$ cat config.mk
export PLATFORM = sky130hd
export DESIGN_NAME = sd_seq_ctrl
export DESIGN_NICKNAME = d
export VERILOG_FILES = /design/src/rtl/sd_pkg.sv /design/src/rtl/sd_hit_counter.sv /design/src/rtl/sd_seq_ctrl.sv
export SDC_FILE = /design/constraint.sdc
export NUM_CORES = 1
export LEC_CHECK = 0
export ABC_AREA = 1
export BUFFER_PORTS_ARGS = -buffer_cell sky130_fd_sc_hd__clkbuf_2
export CAP_MARGIN = 40
export CORE_MARGIN = 2
export CORE_UTILIZATION = 58
export DETAILED_ROUTE_END_ITERATION = 10
export PLACE_DENSITY = 0.8
export RECOVER_POWER = 25
export SYNTH_ARGS = -nofsm -noshare
export SYNTH_HDL_FRONTEND = slang
export SYNTH_SLANG_ARGS = --single-unit
export TNS_END_PERCENT = 5
$ cat constraint.sdc
create_clock -name clk -period 2.6 [get_ports clk]
set_input_delay 0.13 -clock clk [delete_from_list [all_inputs] [get_ports clk]]
set_output_delay 0.13 -clock clk [all_outputs]
set_load 0.05 [all_outputs]
$ cat src/rtl/sd_pkg.sv
// Shared types and defaults for the serial sequence detector stimulus controller.
package sd_pkg;

    localparam int SD_W         = 10;
    localparam int SD_DRAIN_CYC = 2;
    localparam int SD_CW        = 8;

    typedef enum logic [1:0] {
        IDLE,
        SHIFT,
        DRAIN,
        DONE
    } sd_state_e;

    // Pattern lengths above the shift register size are treated as full length.
    function automatic int clamp_len(input int len, input int max_len);
        return (len > max_len) ? max_len : len;
    endfunction

endpackage

$ cat src/rtl/sd_hit_counter.sv
// Saturating detection counter: synchronous clear has priority over enable.
module sd_hit_counter #(
    parameter int CW = 8
) (
    input  logic          clk,
    input  logic          rst,
    input  logic          clr,
    input  logic          en,
    output logic [CW-1:0] count
);

    always_ff @(posedge clk or posedge rst) begin
        if (rst) begin
            count <= '0;
        end else if (clr) begin
            count <= '0;
        end else if (en && (count != {CW{1'b1}})) begin
            count <= count + 1'b1;
        end
    end

endmodule

$ cat src/rtl/sd_seq_ctrl.sv
// Shifts a parallel pattern LSB-first into the detector, then drains and
// reports how many cycles the detector output was high.
module sd_seq_ctrl
    import sd_pkg::*;
#(
    parameter int W         = SD_W,
    parameter int LW        = $clog2(W + 1),
    parameter int DRAIN_CYC = SD_DRAIN_CYC,
    parameter int CW        = SD_CW
) (
    input  logic          clk,
    input  logic          rst,
    input  logic          start,
    input  logic [W-1:0]  data_in,
    input  logic [LW-1:0] len,
    input  logic          abort,
    input  logic          sd_out,
    output logic          sd_i,
    output logic          busy,
    output logic          done,
    output logic [CW-1:0] hit_count,
    output sd_state_e     dbg_state
);

    // Handshake: start is a request sampled only in IDLE (never queued);
    // done is a one-cycle acknowledge, and a new start is taken once the
    // controller is back in IDLE. abort cancels SHIFT/DRAIN without done.
    localparam int DW = (DRAIN_CYC > 0) ? $clog2(DRAIN_CYC + 1) : 1;

    sd_state_e     state;
    logic [W-1:0]  shreg;
    logic [LW-1:0] rem;
    logic [DW-1:0] drain_cnt;
    logic [LW-1:0] len_c;
    logic          hit_clr;
    logic          hit_en;

    assign len_c     = LW'(clamp_len(int'(len), W));
    assign hit_clr   = (state == IDLE) && start;
    assign hit_en    = ((state == SHIFT) || (state == DRAIN)) && sd_out;
    assign dbg_state = state;

    sd_hit_counter #(
        .CW(CW)
    ) u_hit_counter (
        .clk  (clk),
        .rst  (rst),
        .clr  (hit_clr),
        .en   (hit_en),
        .count(hit_count)
    );

    always_ff @(posedge clk or posedge rst) begin
        if (rst) begin
            state     <= IDLE;
            shreg     <= '0;
            rem       <= '0;
            drain_cnt <= '0;
            sd_i      <= 1'b0;
            busy      <= 1'b0;
            done      <= 1'b0;
        end else begin
            done <= 1'b0;
            case (state)
                IDLE: begin
                    if (start) begin
                        if (len_c != '0) begin
                            shreg <= data_in >> 1;
                            rem   <= len_c - 1'b1;
                            sd_i  <= data_in[0];
                            busy  <= 1'b1;
                            state <= SHIFT;
                        end else begin
                            done  <= 1'b1;
                            state <= DONE;
                        end
                    end
                end
                SHIFT: begin
                    if (abort) begin
                        sd_i  <= 1'b0;
                        busy  <= 1'b0;
                        state <= IDLE;
                    end else if (rem != '0) begin
                        sd_i  <= shreg[0];
                        shreg <= shreg >> 1;
                        rem   <= rem - 1'b1;
                    end else begin
                        sd_i      <= 1'b0;
                        drain_cnt <= DW'(DRAIN_CYC);
                        if (DRAIN_CYC == 0) begin
                            busy  <= 1'b0;
                            done  <= 1'b1;
                            state <= DONE;
                        end else begin
                            state <= DRAIN;
                        end
                    end
                end
                DRAIN: begin
                    sd_i <= 1'b0;
                    if (abort) begin
                        busy  <= 1'b0;
                        state <= IDLE;
                    end else begin
                        drain_cnt <= drain_cnt - 1'b1;
                        // Leaving on the edge that takes the count to zero.
                        if (drain_cnt == DW'(1)) begin
                            busy  <= 1'b0;
                            done  <= 1'b1;
                            state <= DONE;
                        end
                    end
                end
                DONE: begin
                    state <= IDLE;
                end
                default: begin
                    state <= IDLE;
                end
            endcase
        end
    end

endmodule
==> results of run 1 <==
## area by class of cell
class	count	area share
Multi-Input combinational cell	153	0.4383
Inverter	21	0.04228
Clock buffer	3	0.01208
Timing Repair Buffer	34	0.09463
Sequential cell	28	0.3758
Tap cell	31	0.02081
Clock inverter	1	0.01611
## where the power goes
| part | switching [uW] | internal [uW] |
|---|---|---|
| logic | 812 | 390 |
| clock network | 131 | 156 |
| registers | 130 | 612 |
| total | 1070 | 1160 |
## synth_stat cells, drive strengths merged
library cell,number
o21ai,13
clkinv,2
a22oi,1
xor2,2
o22ai,3
o21a,1
inv,19
ha,8
nor2,39
nand2,48
nand4,3
nand3b,1
xnor2,1
buf,5
nand3,12
a21o,1
mux2i,1
nor3,2
a21oi,7
o31ai,8
dfrtp,28
a31oi,1
o2111ai,1
## through the flow
stage,instance area (sq um),total power (uW),worst slack (ns),util,hold slack [ns]
finish,1864,2230,0.5569,0.6879,0.009404
global route,1864,2438,0.3412,0.6879,0.02469
CTS,1868,2244,0.5426,0.6893,0.006048
detailed placement,1805,1954,0.5572,0.6662,0.1964
global placement,1805,1932,0.6422,0.6662,0.1879
floorplan,1637,1753,0.6476,-,0.1954
## worst paths after layout
check	end	slack [ns]	cells after the start
setup / recovery	shreg[6]	0.56	7
max in group asynchronous	drain_cnt[0]	0.93	4
min in group asynchronous	u_hit_counter.count[4]	0.81	4
hold reg to reg	drain_cnt[0]	0.50	1
setup reg to reg	shreg[6]	0.56	7
hold / removal	shreg[8]	0.009	3
## worst max-delay path, cell delays in order, from the launching register on
cell and delay [ns]:
dfrtp_1 0.42, inv_1 0.10, ha_1 0.38, inv_2 0.24
nand2_1 0.09, a21oi_2 0.18, nand3_4 0.25, o31ai_1 0.29
## registers in the layout (all words and copies together), names as in the netlist
| signal | flops |
|---|---|
| shreg | 9 |
| u_hit_counter.count | 8 |
| rem | 4 |
| dbg_state | 2 |
| drain_cnt | 2 |
| busy | 1 |
| done | 1 |
| sd_i | 1 |
## cells by family (layout without fill, tap and decap cells)
kind of cell | count (synthesis) | in the layout | share of synthesized area
simple gates | 105 | 105 | 0.2722
xor+xnor | 3 | 3 | 0.01606
fa+ha+maj | 8 | 8 | 0.06116
buf+inv | 26 | 59 | 0.07263
compound gates | 36 | 36 | 0.1437
mux | 1 | 1 | 0.006116
flops | 28 | 28 | 0.4281
## per-layer routing
layer | global-route usage | vias up | wire length (um)
li1 | - | 741 | -
met1 | 0.2901 | 641 | 1495
met2 | 0.3333 | 38 | 1467
met3 | 0.03401 | 4 | 138
met4 | 0.09302 | 0 | 27
met5 | 0 | - | 0
## repair_timing
item / 4_1_cts / 5_1_grt
endpoints found under the hold margin: 28 / 0
setup buffers: 0 / 0
hold buffers: 1 / 0
setup endpoints to repair: 0 / 0
==> summary.txt, run 1 <==
RSZ-0062 raised after global routing = no
Static leakage = 0.0009692 uW
Most frequent cells in the layout = 47 x nand2_1, 38 x nor2_1, 31 x clkbuf_2, 28 x dfrtp_1, 18 x inv_1
Placed insts = 266
Row cnt = 19
Final worst path period share = 0.7858
CTS tree = yes
Clk_lat worst skew = 0.33 ns
IO Pins = 32
FF/Latch Area = 700.7 sq um
Core area = 2710 sq um
Mapped Nets = 234
Final HPWL DP = 2.314 mm
Vias in the first global route = 1311
Ys Warns = 0
Clock period minus worst slack = 2.043 ns
RR Startpoint = dbg_state[1]
Vias = 1424
Bufs on Longest Clock Path = 2
Fmax = 489.5 MHz
Global-route wire length before repair = 5.547 mm
Least-Margin Pin Slew = 1.476 ns
Syn Area/Cell = 7.906 sq um
CTS root buffer = clkbuf_4
# fillers = 241
Required time worst endpoint = 2.85 ns
Max VDD drop = 0.7822 mV
Critical path peak fanout = 26
Share of layout cells above drive strength 1 = 0.1875
H-tree Lvls = 1
Commonest non-fill, non-tap cell in the layout = nand2_1
Initial Utilization = 0.6039
Initial antenna violation count = 0
CP arrival = 2.30 ns
Worst-path clk slew = 0.16 ns
Post-cts sizing count = 0
Die W = 57.12 um
Setup TNS = 0 ns
IO Port Bufs = 31
Worst Hold Class = in -> reg
Die height = 57.12 um
Crit path capture type = flop
N_diodes = 0
Start point of the critical path = dbg_state[1]
Max-slew violation count = 0
Status = finished, final reports clean
Antenna-violating nets left = 0
Synthesized area = 1637 sq um
Synth Register Bits = 28
Slew HR = 0.01612
Layout area overhead = 13.91%
CP Class = reg -> reg
Footprint of the multi-input gates = 817.0 sq um
DRC violations left = 0
Die area = 3263 sq um
Pre-antenna DRT Iters = 4
Startpoint types = flop
Post-synthesis cell type count = 33
Final nets = 268
Grt total ovfl = 0
CTS Buf Count = 3
Synth top area cells = dfrtp_1 43%, nand2_1 11%, nor2_1 8.7%
Detailed-route wire length = 3.128 mm
Post-DR vias/cell = 5.255
Top cell type's share of synthesized area = 0.4281
Wire length per cell = 11.54 um
Post-Synthesis Cells = 207
Final instance count without filler cells = 271
Gpl congestion = 0.9092
Post-synthesis sequential area ratio = 0.4281
Drt initial violations = 70
Final hold vios = 0
Global Route Usage Sum = 0.2117
Largest net degree at the start of global routing = 29
P per Cell Area = 1196 nW/um^2
Hold Path Origin = data_in[9]
Clk_skew = 0.009186 ns
Maxcap violations = 0
# clock sinks = 28
Final setup vio count = 0
Largest area contributor in the netlist = dfrtp_1
Note: power is estimated with default switching activity, not from simulation.
==> inputs of run 2 (changes only) <==
ABC_AREA = 0   (was 1)
CORE_UTILIZATION = 55   (was 58)
PLACE_DENSITY = 0.76   (was 0.8)
clock period = 1.9 ns   (was 2.6 ns; I/O delays follow)
==> summary.txt, run 2 <==
Final nets = 229
CP Class = reg -> reg
Clk_lat worst skew = 0.33 ns
Top cell type's share of synthesized area = 0.4121
Detailed-route wire length = 3.410 mm
Crit-path cells = or4_4, a21oi_2, a21o_4, mux2_2
Static leakage = 0.0009655 uW
Post-synthesis adder-cell area fraction = 0.05887
Max FFs per register = 9
Post-synthesis sequential area ratio = 0.4121
Post-synthesis mux area share = 0.1545
Clk_skew = 0.01048 ns
Layout area overhead = 17.66%
Share of layout cells above drive strength 1 = 0.3632
Crit path capture type = flop
Antenna-violating nets left = 0
N_diodes = 0
P per Cell Area = 1675 nW/um^2
Largest area contributor in the netlist = dfrtp_1
Fmax = 538.5 MHz
Clock period minus worst slack = 1.857 ns
Slew HR = 0.6046
Worst Hold Class = in -> reg
IO Port Bufs = 31
Reg with most FFs = shreg
Status = finished, final reports clean
Main synth FF type = dfrtp_1
Synth Register Bits = 28
Die W = 59.60 um
Gpl congestion = 0.7833
Row cnt = 20
Top-count cell post-synth = dfrtp_1
Synth async-reset ratio = 1.000
Die height = 59.60 um
CTS root buffer = clkbuf_4
# clock sinks = 28
Synth Area in Simple Gates = 0.1516
Largest net degree at the start of global routing = 17
Setup TNS = 0 ns
Post-synth EDFFs = 0
Final HPWL DP = 2.646 mm
CP arrival = 2.09 ns
Most frequent cells in the layout = 31 x clkbuf_2, 26 x dfrtp_1, 15 x nor2_1, 10 x mux2_2
Startpoint types = flop
Ys Warns = 0
Required time worst endpoint = 2.13 ns
Post-synthesis cell type count = 42
Global-route wire length before repair = 5.595 mm
Bufs on Longest Clock Path = 2
Pre-antenna DRT Iters = 4
Final hold vios = 0
Worst-path clk slew = 0.15 ns
Critical path peak fanout = 12
H-tree Lvls = 1
Final hold slack = 0.008629 ns
CTS Buf Count = 3
Post-Synth XOR/XNOR Area = 0.02060
Synth top area cells = dfrtp_1 41%, mux2_4 7.1%, mux2_2 6.6%
RSZ-0062 raised after global routing = yes
Syn Area/Cell = 10.63 sq um
IO Pins = 32
Mapped Nets = 187
Final setup vio count = 0
Least-Margin Pin Slew = 0.5924 ns
Vias in the first global route = 1310
DRC violations left = 0
Final worst path period share = 0.9774
Compound-Gate Fraction of Synth Area = 0.1619
Slowest CP cell = or4_4
Wire length per cell = 14.57 um
Initial antenna violation count = 0
Post-Synthesis Cells = 160
Max VDD drop = 0.7377 mV
Global Route Usage Sum = 0.2045
Synthesized area = 1700 sq um
Commonest non-fill, non-tap cell in the layout = clkbuf_2
Vias = 1350
Largest registers = shreg: 9 flops, u_hit_counter.count: 8 flops, rem: 4 flops
Slowest stage delay, CP = 0.59 ns
Die area = 3552 sq um
Max-slew violation count = 0
Largest family of logic cells by synthesized area = compound AO/OA/AOI/OAI gates
CP delay by family, top = simple AND/OR/NAND/NOR gates
Maxcap violations = 0
CTS tree = yes
Post-DR vias/cell = 5.769
Post-synth top cells = 28 x dfrtp_1, 15 x nor2_1, 10 x inv_1, 10 x mux2_2
Drt initial violations = 60
Core area = 3003 sq um
Grt total ovfl = 0
Initial Utilization = 0.5663
Buf/Inv on CP = 0
run 2: path summary, 6_finish.rpt:
| path | from | to | slack [ns] | depth (start not counted) |
|---|---|---|---|---|
| min | data_in[0] | sd_i | 0.009 | 3 |
| min reg2reg | drain_cnt[0] | drain_cnt[0] | 0.49 | 1 |
| max in group asynchronous | rst | rem[2] | 0.98 | 4 |
| max reg2reg | rem[0] | shreg[8] | 0.04 | 4 |
| min in group asynchronous | rst | u_hit_counter.count[0] | 0.32 | 3 |
| max | rem[0] | shreg[8] | 0.04 | 4 |
run 2: kinds of logic after synthesis:
logic type / after synthesis
AOI/OAI and AO/OA: 37
xor gates and xnor gates: 4
adders and majority gates: 8
buffers and inverters: 14
DFF: 28
muxes: 21
and+or+nand+nor: 48
run 2: layer usage:
layer	global-route usage	up-vias	wire length, um
met5	0	-	0
met4	0.09841	0	52
met3	0.02838	4	168
met2	0.3469	41	1761
met1	0.2541	640	1427
li1	-	665	-
run 2: through the flow:
step	cell area, sq um	utilization	cells	setup WS, ns	power [uW]
4_1_cts	2001	0.6663	234	0.03664	3368
5_1_grt	2001	0.6663	234	-0.06184	3567
2_1_floorplan	1704	-	160	-0.02877	2557
6_report	2001	0.6663	234	0.04303	3351
3_5_place_dp	1936	0.6446	229	0.01033	2957
3_3_place_gp	1936	0.6446	229	0.08286	2875
run 2: where the power goes:
| group | switching [uW] | internal, uW |
|---|---|---|
| Sequential | 182 | 845 |
| Combinational | 1010 | 913 |
| Clock | 182 | 213 |
run 2: cell type report:
cell class / instances / area (sq um)
clock inverters: 1 / 30.03
fillers: 250 / 1002
clock buffers: 3 / 22.52
multi-input cells: 118 / 933.4
well taps: 33 / 41.29
inverters: 10 / 37.54
flip-flops and latches: 28 / 703.2
repair buffers: 41 / 232.7
run 2: worst reg2reg max path, cell delays in order, from the launching register on:
cell	delay, ns
dfrtp_1	0.44
or4_4	0.59
a21oi_2	0.15
a21o_4	0.22
mux2_2	0.36
run 2: what timing repair did:
action / in CTS / in global routing
pin swaps: 0 / 0
resized for setup: 1 / 0
cloned: 0 / 0
hold buffers: 1 / 0
setup buffers: 0 / 0
hold endpoints to repair: 15 / 0
setup endpoints to repair: 4 / 12
==> inputs of run 3 (changes only) <==
CTS_BUF_LIST = sky130_fd_sc_hd__clkbuf_16   (was default)
clock period = 2.1 ns   (was 1.9 ns; I/O delays follow)
==> summary.txt, run 3 (synthesized netlist as in run 2, its figures left out) <==
Largest net degree at the start of global routing = 17
Vias in the first global route = 1311
Detailed-route wire length = 3.416 mm
Hold path cells = 3
Initial Utilization = 0.5663
Commonest non-fill, non-tap cell in the layout = clkbuf_2
CP arrival = 2.03 ns
Startpoint types = flop
Reg with most FFs = shreg
Setup TNS = 0 ns
Die area = 3552 sq um
Antenna-violating nets left = 0
Fmax = 532.1 MHz
RR Startpoint = dbg_state[1]
Die W = 59.60 um
Least-Margin Pin Slew = 0.6393 ns
Hold Path Origin = data_in[0]
Final setup vio count = 0
Row cnt = 20
Global-route wire length before repair = 5.837 mm
Grt total ovfl = 0
RSZ-0062 raised after global routing = no
Maxcap violations = 0
H-tree Lvls = 1
Share of layout cells above drive strength 1 = 0.3214
Final hold vios = 0
Worst Reg-to-Reg Cells = 6
N_diodes = 0
Worst-path clk slew = 0.07 ns
Initial antenna violation count = 0
CTS Buf Count = 3
Core area = 3003 sq um
Final core occ = 0.6729
# clock sinks = 28
Most frequent cells in the layout = 27 x clkbuf_2, 26 x dfrtp_1, 15 x nor2_1, 10 x mux2_2, 10 x inv_1
IO Port Bufs = 31
Clk_lat worst skew = 0.26 ns
Required time worst endpoint = 2.25 ns
Critical path peak fanout = 12
Largest registers = shreg: 9 flops, u_hit_counter.count: 8 flops, rem: 4 flops
Crit-path cells = inv_1, ha_1, nor2b_1, a21oi_2, a21o_4, mux2_4
Drt initial violations = 51
Max VDD drop = 0.7886 mV
Post-CTS Setup Inserts = 0
Clk_skew = 0.004834 ns
Global Route Usage Sum = 0.2163
CTS tree = yes
Final HPWL DP = 2.501 mm
FF-to-FF End = rem[0]
Bufs on Longest Clock Path = 2
DRC violations left = 0
Pwr Total = 3175 uW
CTS root buffer = clkbuf_16
Pre-antenna DRT Iters = 4
Final worst path period share = 0.8950
Crit path capture type = flop
P per Cell Area = 1571 nW/um^2
Worst-case hold path end point = sd_i
Max-slew violation count = 0
Buf/Inv on CP = 1
Slowest CP cell = dfrtp_2
CP delay by family, top = flip-flops
Setup ws final = 0.2205 ns
Wire length per cell = 14.92 um
Die height = 59.60 um
Worst slack, placed = 0.07628 ns
Worst Hold Class = in -> reg
Gpl congestion = 0.7699
Max FFs per register = 9
Post-DR vias/cell = 5.878
CP Class = reg -> reg
Worst reg2reg setup slack = 0.22 ns
Layout area overhead = 18.84%
Slowest stage delay, CP = 0.43 ns
Vias = 1346
Static leakage = 0.0009533 uW
Final nets = 224
IO Pins = 32
Status = finished, final reports clean
Slew HR = 0.5699
Clock period minus worst slack = 1.880 ns
# fillers = 235
[run 3: cell count changes in the layout (fill, tap and decap cells not counted), moves of 3 or more]
cell       delta
clkbuf_1      +4
clkbuf_4      -3
clkbuf_16     +3
buf_4         -5
clkbuf_2      -4
[run 3: power by group]
group          switching [uW]  internal [uW]
Sequential                174            767
Clock                     183            380
Combinational             899            773
[run 3: per-stage QoR]
step / std cells / hold WS (ns) / instance area [sq um]
2_1_floorplan: 160 / 0.1703 / 1703
3_3_place_gp: 224 / 0.1370 / 1898
3_5_place_dp: 224 / 0.1440 / 1898
4_1_cts: 229 / 0.09957 / 2013
5_1_grt: 229 / 0.1107 / 2021
6_report: 229 / 0.1022 / 2021
[run 3: repair_timing]
item	in CTS	in global routing
endpoints found under the hold margin	13	0
resized for setup	0	2
hold buffers	1	0
endpoints found under the setup margin	0	12
[run 3: area by class of cell]
cell class              instances  area [sq um]  share of cell area
multi-input cells             118         943.4              0.4669
flip-flops and latches         28         703.2              0.3480
repair buffers                 36         190.2             0.09412
clock buffers                   3         75.07             0.03715
well taps                      33         41.29             0.02043
inverters                      10         37.54             0.01858
clock inverters                 1         30.03             0.01486
[run 3: worst register-to-register path, delay by kind of cell (launching register included)]
kind / cells / cell delay [ns]
AO/OA/AOI/OAI: 2 / 0.32
adder cells (fa/ha/maj): 1 / 0.33
buffers and inverters: 1 / 0.15
flip-flops: 1 / 0.43
multiplexers: 1 / 0.32
AND/OR/NAND/NOR: 1 / 0.21
[run 3: worst max path at each step]
stage | start | depth (start not counted) | to
CTS | dbg_state[1] | 6 | rem[0]
global route | dbg_state[1] | 9 | rem[2]
floorplan | dbg_state[1] | 10 | rem[2]
global placement | dbg_state[1] | 6 | rem[0]
detailed placement | dbg_state[1] | 9 | rem[2]
finish | dbg_state[1] | 6 | rem[0]
[run 3: metal layers]
layer	track usage	up-vias	share of wire
met5	0	-	0
met4	0.08254	0	0.0088
met3	0.03275	6	0.036
met2	0.3595	35	0.51
met1	0.2835	647	0.45
li1	-	658	-
